==> src/rtl/ulm_instr_decode_pkg.sv <==
// ----------------------------------------------------------------------------
// ulm_instr_decode_pkg
//   Shared ISA definitions for the ULM CPU instruction decoder:
//   - op/selector enums for the ALU, bus and control-unit (CU) bundles
//   - the opcode constants of the ULM ISA
//   - packed structs describing one decoded control bundle each
//   - the all-zero (all-NOP) reset image for every bundle
//   - a small helper that resolves conditional jumps from the ALU flags
// ----------------------------------------------------------------------------
package ulm_instr_decode_pkg;

    // ------------------------------------------------------------------
    // Control enums
    // ------------------------------------------------------------------
    typedef enum logic [1:0] {
        ALU_NOP = 2'd0,
        ALU_ADD = 2'd1,
        ALU_SUB = 2'd2
    } alu_op_t;

    typedef enum logic [0:0] {
        SEL_REG = 1'b0,
        SEL_IMM = 1'b1
    } alu_sel_t;

    typedef enum logic [1:0] {
        BUS_NOP   = 2'd0,
        BUS_FETCH = 2'd1,
        BUS_STORE = 2'd2
    } bus_op_t;

    typedef enum logic [1:0] {
        DT_BYTE = 2'd0,
        DT_WORD = 2'd1,
        DT_LONG = 2'd2,
        DT_QUAD = 2'd3
    } data_type_t;

    typedef enum logic [2:0] {
        CU_NOP      = 3'd0,
        CU_HALT_IMM = 3'd1,
        CU_HALT_REG = 3'd2,
        CU_REL_JMP  = 3'd3,
        CU_ABS_JMP  = 3'd4
    } cu_op_t;

    // ------------------------------------------------------------------
    // Opcodes (ir[31:24])
    // ------------------------------------------------------------------
    localparam logic [7:0] OP_HALT_IMM  = 8'h01;
    localparam logic [7:0] OP_HALT_REG  = 8'h02;
    localparam logic [7:0] OP_JNZ       = 8'h03;
    localparam logic [7:0] OP_JZ        = 8'h04;
    localparam logic [7:0] OP_JMP       = 8'h05;
    localparam logic [7:0] OP_JC        = 8'h06;
    localparam logic [7:0] OP_JMP_ABS   = 8'h07;
    localparam logic [7:0] OP_LDZWQ     = 8'h10;
    localparam logic [7:0] OP_ADD_REG   = 8'h11;
    localparam logic [7:0] OP_ADD_IMM   = 8'h12;
    localparam logic [7:0] OP_SUB_REG   = 8'h13;
    localparam logic [7:0] OP_SUB_IMM   = 8'h14;
    localparam logic [7:0] OP_FETCH_B   = 8'h20;
    localparam logic [7:0] OP_STORE_B   = 8'h22;
    localparam logic [7:0] OP_FETCH_Q   = 8'h23;
    localparam logic [7:0] OP_STORE_Q   = 8'h24;

    // ------------------------------------------------------------------
    // Decoded bundles
    // ------------------------------------------------------------------
    typedef struct packed {
        alu_op_t     op;
        alu_sel_t    a_sel;
        logic [3:0]  s_reg;
        logic [3:0]  b_reg;
        logic [3:0]  a_reg;
        logic [63:0] a_imm;
    } alu_ctrl_t;

    typedef struct packed {
        bus_op_t     op;
        data_type_t  data_type;
        logic [3:0]  data_reg;
        logic [3:0]  addr_reg;
        logic [16:0] addr_offset;
    } bus_ctrl_t;

    typedef struct packed {
        cu_op_t      op;
        logic [7:0]  exit_code_imm;
        logic [25:0] jmp_offset;
        logic [3:0]  reg0;
        logic [3:0]  reg1;
    } cu_ctrl_t;

    // Reset images: every field zero, which encodes NOP on every bundle.
    localparam alu_ctrl_t ALU_CTRL_RESET = '{
        op:    ALU_NOP,
        a_sel: SEL_REG,
        s_reg: 4'd0,
        b_reg: 4'd0,
        a_reg: 4'd0,
        a_imm: 64'd0
    };

    localparam bus_ctrl_t BUS_CTRL_RESET = '{
        op:          BUS_NOP,
        data_type:   DT_BYTE,
        data_reg:    4'd0,
        addr_reg:    4'd0,
        addr_offset: 17'd0
    };

    localparam cu_ctrl_t CU_CTRL_RESET = '{
        op:            CU_NOP,
        exit_code_imm: 8'd0,
        jmp_offset:    26'd0,
        reg0:          4'd0,
        reg1:          4'd0
    };

    // ------------------------------------------------------------------
    // Conditional-jump resolution: returns REL_JMP when the condition
    // encoded by the opcode holds for the given flags, NOP otherwise.
    // Only called for the four relative-jump opcodes.
    // ------------------------------------------------------------------
    function automatic cu_op_t resolve_rel_jmp(
        input logic [7:0] opcode,
        input logic       zf,
        input logic       cf
    );
        logic taken;
        case (opcode)
            OP_JNZ:  taken = ~zf;
            OP_JZ:   taken = zf;
            OP_JMP:  taken = 1'b1;
            OP_JC:   taken = cf;
            default: taken = 1'b0;
        endcase
        resolve_rel_jmp = taken ? CU_REL_JMP : CU_NOP;
    endfunction

endpackage : ulm_instr_decode_pkg

==> src/rtl/ulm_instr_decode.sv <==
// ----------------------------------------------------------------------------
// ulm_instr_decode
//   Registered instruction decoder for the ULM CPU. Splits the 32-bit
//   instruction register into ALU, bus and control-unit bundles. Conditional
//   jumps are resolved here from the ALU zero/carry flags sampled in the
//   decode-strobe cycle. All outputs are flops with a 1-clock latency.
//
// Ports
//   clk               in   1   clock, rising edge
//   rst               in   1   synchronous active-high reset (wins over en)
//   en                in   1   decode strobe; outputs load only when en=1
//   ir                in   32  instruction register, opcode = ir[31:24]
//   zf, cf            in   1   ALU zero / carry flags
//   alu_op            out  2   alu_op_t
//   alu_a_sel         out  1   alu_sel_t (REG=0, IMM=1)
//   alu_s_reg         out  4   destination register
//   alu_b_reg         out  4   operand-b register
//   alu_a_reg         out  4   operand-a register
//   alu_a_imm         out  64  operand-a immediate
//   bus_op            out  2   bus_op_t
//   bus_data_type     out  2   data_type_t
//   bus_data_reg      out  4   data register
//   bus_addr_reg      out  4   address base register
//   bus_addr_offset   out  17  signed address displacement
//   cu_op             out  3   cu_op_t
//   cu_exit_code_imm  out  8   halt immediate
//   cu_jmp_offset     out  26  relative jump byte offset
//   cu_reg0           out  4   ir[23:20]
//   cu_reg1           out  4   ir[19:16]
// ----------------------------------------------------------------------------
module ulm_instr_decode
    import ulm_instr_decode_pkg::*;
(
    input  logic        clk,
    input  logic        rst,
    input  logic        en,
    input  logic [31:0] ir,
    input  logic        zf,
    input  logic        cf,

    output logic [1:0]  alu_op,
    output logic        alu_a_sel,
    output logic [3:0]  alu_s_reg,
    output logic [3:0]  alu_b_reg,
    output logic [3:0]  alu_a_reg,
    output logic [63:0] alu_a_imm,

    output logic [1:0]  bus_op,
    output logic [1:0]  bus_data_type,
    output logic [3:0]  bus_data_reg,
    output logic [3:0]  bus_addr_reg,
    output logic [16:0] bus_addr_offset,

    output logic [2:0]  cu_op,
    output logic [7:0]  cu_exit_code_imm,
    output logic [25:0] cu_jmp_offset,
    output logic [3:0]  cu_reg0,
    output logic [3:0]  cu_reg1
);

    logic [7:0] opcode_s;
    alu_ctrl_t  alu_next_s;
    bus_ctrl_t  bus_next_s;
    cu_ctrl_t   cu_next_s;
    alu_ctrl_t  alu_r;
    bus_ctrl_t  bus_r;
    cu_ctrl_t   cu_r;

    assign opcode_s = ir[31:24];

    // ALU bundle: default field slicing, then opcode-specific op/select.
    always_comb begin
        alu_next_s.op    = ALU_NOP;
        alu_next_s.a_sel = SEL_REG;
        alu_next_s.s_reg = ir[23:20];
        alu_next_s.b_reg = ir[19:16];
        alu_next_s.a_reg = ir[15:12];
        alu_next_s.a_imm = {48'd0, ir[15:0]};
        case (opcode_s)
            OP_LDZWQ: begin
                // ldzwq borrows the b_reg nibble as immediate bits 19:16,
                // so both register operands are forced to r0.
                alu_next_s.op    = ALU_ADD;
                alu_next_s.a_sel = SEL_IMM;
                alu_next_s.b_reg = 4'd0;
                alu_next_s.a_reg = 4'd0;
                alu_next_s.a_imm = {44'd0, ir[19:0]};
            end
            OP_ADD_REG: begin
                alu_next_s.op    = ALU_ADD;
                alu_next_s.a_sel = SEL_REG;
            end
            OP_ADD_IMM: begin
                alu_next_s.op    = ALU_ADD;
                alu_next_s.a_sel = SEL_IMM;
            end
            OP_SUB_REG: begin
                alu_next_s.op    = ALU_SUB;
                alu_next_s.a_sel = SEL_REG;
            end
            OP_SUB_IMM: begin
                alu_next_s.op    = ALU_SUB;
                alu_next_s.a_sel = SEL_IMM;
            end
            default: begin
                alu_next_s.op    = ALU_NOP;
                alu_next_s.a_sel = SEL_REG;
            end
        endcase
    end

    // Bus bundle: default field slicing, then opcode-specific op/data type.
    always_comb begin
        bus_next_s.op          = BUS_NOP;
        bus_next_s.data_type   = DT_BYTE;
        bus_next_s.data_reg    = ir[23:20];
        bus_next_s.addr_reg    = ir[19:16];
        bus_next_s.addr_offset = {ir[15], ir[15:0]};
        case (opcode_s)
            OP_FETCH_B: begin
                bus_next_s.op        = BUS_FETCH;
                bus_next_s.data_type = DT_BYTE;
            end
            OP_STORE_B: begin
                bus_next_s.op        = BUS_STORE;
                bus_next_s.data_type = DT_BYTE;
            end
            OP_FETCH_Q: begin
                bus_next_s.op        = BUS_FETCH;
                bus_next_s.data_type = DT_QUAD;
            end
            OP_STORE_Q: begin
                bus_next_s.op        = BUS_STORE;
                bus_next_s.data_type = DT_QUAD;
            end
            default: begin
                bus_next_s.op        = BUS_NOP;
                bus_next_s.data_type = DT_BYTE;
            end
        endcase
    end

    // CU bundle: default field slicing, then halt / jump op with the
    // conditional jumps resolved from the current flags.
    always_comb begin
        cu_next_s.op            = CU_NOP;
        cu_next_s.exit_code_imm = ir[23:16];
        cu_next_s.jmp_offset    = {ir[23:0], 2'b00};
        cu_next_s.reg0          = ir[23:20];
        cu_next_s.reg1          = ir[19:16];
        case (opcode_s)
            OP_HALT_IMM: cu_next_s.op = CU_HALT_IMM;
            OP_HALT_REG: cu_next_s.op = CU_HALT_REG;
            OP_JNZ,
            OP_JZ,
            OP_JMP,
            OP_JC:       cu_next_s.op = resolve_rel_jmp(opcode_s, zf, cf);
            OP_JMP_ABS:  cu_next_s.op = CU_ABS_JMP;
            default:     cu_next_s.op = CU_NOP;
        endcase
    end

    // ALU bundle register: reset to NOP, load on en, otherwise hold.
    always_ff @(posedge clk) begin
        if (rst) begin
            alu_r <= ALU_CTRL_RESET;
        end else if (en) begin
            alu_r <= alu_next_s;
        end else begin
            alu_r <= alu_r;
        end
    end

    // Bus bundle register: reset to NOP, load on en, otherwise hold.
    always_ff @(posedge clk) begin
        if (rst) begin
            bus_r <= BUS_CTRL_RESET;
        end else if (en) begin
            bus_r <= bus_next_s;
        end else begin
            bus_r <= bus_r;
        end
    end

    // CU bundle register: flags are captured only through this load, so a
    // held jump decision is immune to later flag changes.
    always_ff @(posedge clk) begin
        if (rst) begin
            cu_r <= CU_CTRL_RESET;
        end else if (en) begin
            cu_r <= cu_next_s;
        end else begin
            cu_r <= cu_r;
        end
    end

    assign alu_op           = alu_r.op;
    assign alu_a_sel        = alu_r.a_sel;
    assign alu_s_reg        = alu_r.s_reg;
    assign alu_b_reg        = alu_r.b_reg;
    assign alu_a_reg        = alu_r.a_reg;
    assign alu_a_imm        = alu_r.a_imm;

    assign bus_op           = bus_r.op;
    assign bus_data_type    = bus_r.data_type;
    assign bus_data_reg     = bus_r.data_reg;
    assign bus_addr_reg     = bus_r.addr_reg;
    assign bus_addr_offset  = bus_r.addr_offset;

    assign cu_op            = cu_r.op;
    assign cu_exit_code_imm = cu_r.exit_code_imm;
    assign cu_jmp_offset    = cu_r.jmp_offset;
    assign cu_reg0          = cu_r.reg0;
    assign cu_reg1          = cu_r.reg1;

endmodule : ulm_instr_decode

==> config.mk <==
export PLATFORM = sky130hd
export DESIGN_NAME = ulm_instr_decode
export DESIGN_NICKNAME = d
export VERILOG_FILES = /design/src/rtl/ulm_instr_decode_pkg.sv /design/src/rtl/ulm_instr_decode.sv
export SDC_FILE = /design/constraint.sdc
export NUM_CORES = 1
export LEC_CHECK = 0
export CAP_MARGIN = 20
export CORE_UTILIZATION = 37
export CTS_BUF_LIST = sky130_fd_sc_hd__clkbuf_4 sky130_fd_sc_hd__clkbuf_8
export CTS_CLUSTER_DIAMETER = 150
export DETAILED_ROUTE_END_ITERATION = 8
export PLACE_DENSITY = 0.9
export SKIP_LAST_GASP = 1
export SYNTH_ARGS = -nofsm -noshare
export SYNTH_HDL_FRONTEND = slang
export SYNTH_SLANG_ARGS = --single-unit
==> constraint.sdc <==
create_clock -name clk -period 1.78 [get_ports clk]
set_input_delay 0.356 -clock clk [delete_from_list [all_inputs] [get_ports clk]]
set_output_delay 0.356 -clock clk [all_outputs]
set_load 0.005 [all_outputs]
# After elaboration in Yosys (flattened, before gate mapping)
# Cells that the tools add are included.
[totals]
reg_bits = 138
out_inout_bits = 153
wordCells = 39
[classes]
eq_ne = 16
mux = 7
bitwise_logic = 1
reduce_logical = 2
[ops]
columns = ["operator", "n"]
rows = [
  ["72-bit 2-to-1 mux", 1],
  ["8-bit by 5-bit == test with 1-bit output (second input constant)", 5],
  ["8-bit by 3-bit == test with 1-bit output (second input constant)", 4],
  ["8-bit by 6-bit == test with 1-bit output (second input constant)", 4],
  ["3-bit case mux with 4 select lines", 2],
  ["8-bit by 2-bit == test with 1-bit output (second input constant)", 2],
  ["4-bit case mux with 4 select lines", 1],
  ["8-bit by 1-bit == test with 1-bit output (second input constant)", 1],
  ["1-bit case mux with 4 select lines", 1],
  ["4-bit OR reduction", 1],
  ["2-bit 2-to-1 mux", 1],
  ["2-bit OR reduction", 1],
  ["1-bit 2-to-1 mux", 1],
  ["1-bit inverter", 1],
]

# Longest topological paths before layout
# Gate-level depths: netlist (run 1).
[logic_depth]
ltp_word = 5
depth_mapped = 5
ltp_nobuf = 3

# Least setup slack after synthesis (run 1)
# Ideal clock, no wire load.
[synth_timing]
kind = "input-to-reg"
from = "input ir[29]"
to = "register alu_r (netlist bit alu_a_reg[3])"
setup_time_ns = 0.132
arrival_ns = 1.246
t_required_ns = 1.648
slack_ns = 0.402
path_stages = 4
path_buffers = 1
path_cell_list = "or4b_1 > buf_6 > o211ai_2 > a21oi_1"
[synth_via]
elab_chain_cells = 2
[synth_lines]
columns = ["element", "line", "text"]
rows = [
  ["start, declared", "ulm_instr_decode.sv:37", "input logic [31:0] ir,"],
  ["8-bit by 5-bit == test with 1-bit output", "ulm_instr_decode.sv:79", "case (opcode_s)"],
  ["72-bit 2-to-1 mux", "ulm_instr_decode.sv:79", ""],
  ["end signal, assigned", "ulm_instr_decode.sv:168", "alu_r <= alu_next_s;"],
  ["end signal, assigned", "ulm_instr_decode.sv:170", "alu_r <= alu_r;"],
  ["end, declared", "ulm_instr_decode.sv:65", "alu_ctrl_t alu_r;"],
]
# No other way between the ends.
# A chain may end at the register's enable or synchronous reset.

==> reports/metrics.csv, run 1 <==
metric,value,unit
layout-drive-gt1-share,9.73,%
gp_congestion,0.789,
clockPowerShare,29.6,%
ys_types,38,
drt-initial-drc-count,80,
core-area,7250,um2
via_count,2163,
cap_violations,0,
drt-met1-wl,2520,um
critPathMaxFanout,6,
wl_met2,3370,um
r2r_start,bus_data_type[0],
grt_pass1_vias,1794,
ctsHtreeMaxLevel,2,
io_buffers,143,
p_leak,1.53,nW
filler_cell_count,722,
cts_tree,yes,
dieHeight,88.5,um
drv_slew,0,
hold_viol,0,
grt_pass1_wl,9200,um
grt_max_degree,29,
crit_required,1420,ps
routed_wl,6320,um
hpwlAfterDp,4970,um
seq_area_frac_synth,32.6,%
path_cells,clkdlybuf4s50_1,
setup_viol,0,
synthCells,313,
intPower,1.75,mW
ys_ff_latch,45,
regArea,901,um2
num_rows,31,
fin_crit,1630,ps
slowest_stage,clkdlybuf4s50_1,
die_x,88.5,um
path_class,reg -> out,
grtUsageTotal,15.3,%
max_freq,613,MHz
post_cts_buffers,0,
min_path_cells,2,
design_area,3820,um2
setup_slack,150,ps
total_power,2.34,mW
top_layer_used,met4,
critical_path.startpoint_type,register,
crit_arrival,1270,ps
diodes,0,
wl_per_cell,12.6,um
power_frac_comb,23.8,%
r2r_cells,2,
ctsResizeCount,0,
cts_made_buffers,5,
hold_path_class,in -> reg,
finalNetCount,437,
hp-start,rst,
max-vdd-ir-drop,0.315,mV
areaGrowthSynthToFinish,38.3,%
root_buffer,clkbuf_8,
rsz0062_at_grt,false,
crit_path_end_kind,primary output,
p_sw,0.592,mW
clk_pin_slew,80,ps
grt_overflow,0,
fin_crit_sh,91.6,%
crit_family,buffers and inverters,
regToRegEndpoint,bus_data_type[0],
holdPathEnd,bus_data_type[0],
dp_slack,-135,ps
firstDrtPassIters,4,
drc,0,
clk_latency,290,ps
ant_nets,0,
io_pins,190,
pwr-share-seq,46.6,%
antenna_found_initial,0,
die_area,7820,um2
p_per_area,612,nW/um2
clock_skew,0,ps
route.met3.wl,398,um
cts_buffer_depth,2,
r2r_slack,760,ps
cts_hold_buf,0,
largest_reg_flops,15,
timing.critical_path.buf_inv,1,
multi_input_area,1130,um2
dpl-instance-area,3720,um2
clock-sinks,45,
syn_area_per_cell,8.83,um2
status,completed,
vias_per_cell,4.33,
swShare,25.3,%
max_stage_delay,540,ps
synth_area,2770,um2
start_util,38.1,%
synth_warnings,0,
-- per-layer routing --
metal | GRT usage [%] | vias to the layer above
li1 | - | 1059
met1 | 17.0 | 991
met2 | 30.0 | 109
met3 | 3.17 | 4
met4 | 3.08 | 0
met5 | 0 | -
-- cell usage after synthesis --
| library cell | n | area share [%] |
|---|---|---|
| buf_4 | 109 | 30 |
| dfxtp_1 | 45 | 33 |
| nor2_1 | 29 | 3.9 |
| mux2i_1 | 24 | 8.7 |
| a21oi_1 | 17 | 3.1 |
| nand2b_1 | 17 | 3.8 |
| nand4_1 | 10 | 2.3 |
| buf_2 | 8 | 1.4 |
| o211ai_2 | 8 | 3.6 |
| nand2_1 | 6 | 0.81 |
| buf_1 | 4 | 0.54 |
| clkbuf_1 | 3 | 0.41 |
| nor3b_1 | 3 | 0.81 |
| o21ai_0 | 3 | 0.54 |
| nor2b_1 | 2 | 0.45 |
| nor3_1 | 2 | 0.36 |
| or3b_2 | 2 | 0.63 |
| a211oi_1 | 1 | 0.27 |
| a21o_1 | 1 | 0.27 |
| a31oi_1 | 1 | 0.23 |
| a32oi_1 | 1 | 0.32 |
| and2_2 | 1 | 0.27 |
| and3_1 | 1 | 0.23 |
| and3b_1 | 1 | 0.32 |
| and4b_1 | 1 | 0.36 |
| buf_6 | 1 | 0.41 |
| conb_1 | 1 | 0.14 |
| inv_1 | 1 | 0.14 |
| nand3b_1 | 1 | 0.27 |
| nor4_1 | 1 | 0.23 |
| nor4b_4 | 1 | 0.86 |
| o31ai_1 | 1 | 0.27 |
| o32ai_1 | 1 | 0.32 |
| or3_1 | 1 | 0.23 |
| or4_1 | 1 | 0.27 |
| or4b_1 | 1 | 0.36 |
| xnor2_1 | 1 | 0.32 |
| xor2_1 | 1 | 0.32 |
-- metrics by stage --
stage               TNS, ps  instances  hold WS (ps)  utilization, %
floorplan                 0        358           449               -
global placement       -726        492           441            51.3
detailed placement    -1120        492           453            51.3
CTS                       0        500           348            52.7
global route              0        500           358            52.7
finish                    0        500           354            52.7
-- layout by cell type, fill, tap and decap left out, types with 2 or more instances in the layout --
master and instances:
nor3_1 2, nor2_1 29, clkbuf_8 7, nand4_1 10
buf_2 2, conb_1 46, a21oi_1 17, dfxtp_1 45
buf_4 16, o21ai_0 3, mux2i_1 24, o211ai_2 8
or3b_2 2, nor2b_1 2, nand2_1 6, nor3b_1 3
nand2b_1 17, clkdlybuf4s50_1 141
-- power groups by stage --
| stage | clock [mW] | sequential (mW) | combinational [mW] |
|---|---|---|---|
| after global routing | 0.760 | 1.10 | 0.609 |
| after floorplan | 0 | 1.11 | 0.359 |
| final | 0.694 | 1.09 | 0.556 |
| after detailed placement | 0 | 1.12 | 0.559 |
| after global placement | 0 | 1.11 | 0.545 |
| after CTS | 0.716 | 1.09 | 0.561 |
-- layout make-up --
type / count / share of cell area [%]
Clock inverter: 1 / 0.131
Timing Repair Buffer: 160 / 40.8
Multi-Input combinational cell: 187 / 29.6
Sequential cell: 45 / 23.6
Tap cell: 99 / 3.24
Clock buffer: 7 / 2.52
Inverter: 1 / 0.0981
-- logic make-up (layout without fill, tap and decap cells) --
group	Yosys count	after routing	share of synthesized area [%]
muxes	24	24	8.69
buffers and inverters	126	169	32.5
and+or+nand+nor	81	81	16.5
AOI/OAI and AO/OA	34	34	8.91
DFF	45	45	32.6
xor gates and xnor gates	2	2	0.634
other	1	46	0.136
-- how the worst max path moves through the flow --
stage | startpoint | depth (start not counted) | slack, ps | to
final | cu_exit_code_imm[6] | 1 | 150 | cu_jmp_offset[24]
after global placement | ir[29] | 5 | -100 | alu_b_reg[0]
after detailed placement | ir[29] | 5 | -140 | alu_b_reg[3]
after CTS | cu_exit_code_imm[6] | 1 | 120 | cu_exit_code_imm[6]
after floorplan | ir[29] | 4 | 400 | alu_a_reg[3]
after global routing | cu_exit_code_imm[6] | 1 | 70 | cu_exit_code_imm[6]
Power figures use the tool's default switching activity.
==> run 2, diff against run 1 <==
- ABC_CLOCK_PERIOD_IN_PS: unset -> 1780
==> results of run 2 <==
Final layout, timing and power as in run 1 (identical DEF).
==> run 3, diff against run 2 <==
==> constraint.sdc (replaced) <==
create_clock -name clk -period 1.78 [get_ports clk]
set_input_delay 0.178 -clock clk [delete_from_list [all_inputs] [get_ports clk]]
set_output_delay 0.178 -clock clk [all_outputs]
set_load 0.005 [all_outputs]
==> run 3 against run 2 <==
Compared with the run above:
- routed wire length grew 0.93%
- non-clock buffer count shrank 1
- clock power shrank 6.2%
- maximum frequency grew 12%
- utilization shrank 0.26 points
- worst setup slack gained 170 ps
- global-route usage grew 0.36 points
- critical path depth is the same
- critical path type unchanged
- largest cell class unchanged
- largest power group unchanged
==> reports/metrics.csv, run 3 (same netlist as run 1, synthesis figures left out) <==
metric,value,unit,change
status,completed,,unchanged
ant_nets,0,,unchanged
io_buffers,143,,unchanged
cts_tree,yes,,unchanged
cts_made_buffers,5,,unchanged
most-common-layout-cells,"clkdlybuf4s50_1 (141), conb_1 (46), dfxtp_1 (45)",,unchanged
clk_latency,290,ps,about the same
critical_path.startpoint_type,register,,unchanged
clk_pin_slew,80,ps,about the same
cts_buffer_depth,2,,unchanged
final_common_cell,clkdlybuf4s50_1,,unchanged
antenna_found_initial,0,,unchanged
root_buffer,clkbuf_8,,unchanged
firstDrtPassIters,4,,unchanged
drc,0,,unchanged
cts_hold_buf,0,,unchanged
path_cells,clkdlybuf4s50_1,,unchanged
start_util,38.1,%,unchanged
grt_use_met1,16.3,%,was 17.0%
grt_max_degree,29,,unchanged
ctsResizeCount,0,,unchanged
dieHeight,88.5,um,unchanged
max-vdd-ir-drop,0.298,mV,was 0.315 mV
clock-sinks,45,,unchanged
clock_skew,0,ps,unchanged
tightest_slew,543,ps,
num_rows,31,,unchanged
layout-drive-gt1-share,9.27,%,was 9.73%
dpl-instance-area,3720,um2,about the same
p_leak,1.51,nW,was 1.53 nW
post_cts_buffers,0,,unchanged
path_class,reg -> out,,unchanged
holdWs,311,ps,was 354 ps
p_per_area,604,nW/um2,was 612 nW/um2
crit_required,1600,ps,was 1420 ps
critPathMaxFanout,6,,unchanged
drv_slew,0,,unchanged
max_stage_delay,560,ps,was 540 ps
areaGrowthSynthToFinish,37.6,%,was 38.3%
gp_congestion,0.776,,was 0.789
largest_reg_flops,15,,unchanged
die_x,88.5,um,unchanged
max_freq,686,MHz,was 613 MHz
diodes,0,,unchanged
grt_pass1_vias,1926,,was 1794
filler_cell_count,675,,was 722
routed_wl,6370,um,was 6320 um
setup_tns,0,ps,unchanged
grt_use_met3,4.48,%,was 3.17%
hold_path_class,in -> reg,,unchanged
finalCoreUtilization,52.5,%,was 52.7%
grt_pass1_wl,9430,um,was 9200 um
grt.busiest_layer,met2,,unchanged
core-area,7250,um2,unchanged
hpwlAfterDp,5080,um,was 4970 um
via_count,2217,,was 2163
cap_violations,0,,unchanged
crit_arrival,1280,ps,was 1270 ps
grt_overflow,0,,unchanged
hold_viol,0,,unchanged
vias_per_cell,4.45,,was 4.33
io_pins,190,,unchanged
fin_crit_sh,81.9,%,was 91.6%
fin_crit,1460,ps,was 1630 ps
design_area,3810,um2,was 3820 um2
slowest_stage,clkdlybuf4s50_1,,unchanged
drt-initial-drc-count,58,,was 80
die_area,7820,um2,unchanged
grt_use_met2,30.3,%,was 30.0%
slew_headroom,63.5,%,
timing.critical_path.buf_inv,1,,unchanged
grtUsageTotal,15.7,%,was 15.3%
wl_per_cell,12.8,um,was 12.6 um
crit_family,buffers and inverters,,unchanged
finalNetCount,436,,was 437
ctsHtreeMaxLevel,2,,unchanged
crit_path_end_kind,primary output,,unchanged
setup_viol,0,,unchanged
rsz0062_at_grt,false,,unchanged
-- run 3: cell types whose count changed in the layout (fill, tap and decap cells not counted) --
cell / change
clkbuf_8: -1
clkinv_2: -1
buf_4: -1
clkbuf_4: +1
-- run 3: layout make-up --
| type | count | area, um2 | area share (%) |
|---|---|---|---|
| clock buffer | 7 | 90.1 | 2.37 |
| sequential | 45 | 901 | 23.7 |
| timing repair buffer | 159 | 1550 | 40.8 |
| multi-input combinational | 187 | 1130 | 29.8 |
| inverter | 1 | 3.75 | 0.0986 |
| tap | 99 | 124 | 3.25 |
-- run 3: per-layer routing --
metal | wire length (um) | share of wire, %
met3 | 473 | 7.4
met2 | 3470 | 54
met5 | 0 | 0
met4 | 93 | 1.5
met1 | 2340 | 37
-- run 3: path summary, 6_finish.rpt --
check,from,end,slack [ps],cells past startpoint
max,cu_exit_code_imm[7],cu_reg0[3],320,1
min,rst,cu_jmp_offset[17],310,2
max reg2reg,bus_data_type[0],bus_data_type[0],770,2
min reg2reg,cu_op[0],cu_op[0],470,2
-- run 3: through the flow --
stage | std cells | power [mW] | setup slack (ps)
finish | 498 | 2.30 | 322
global route | 498 | 2.43 | 162
floorplan | 358 | 1.47 | 580
detailed placement | 491 | 1.68 | 25.4
global placement | 491 | 1.66 | 69.0
CTS | 498 | 2.33 | 293
-- run 3: power breakdown --
part / leakage (nW) / switching (mW) / internal, mW
logic: 1.10 / 0.209 / 0.347
clock network: 0.0477 / 0.328 / 0.324
registers: 0.369 / 0.0416 / 1.05
total: 1.51 / 0.579 / 1.72
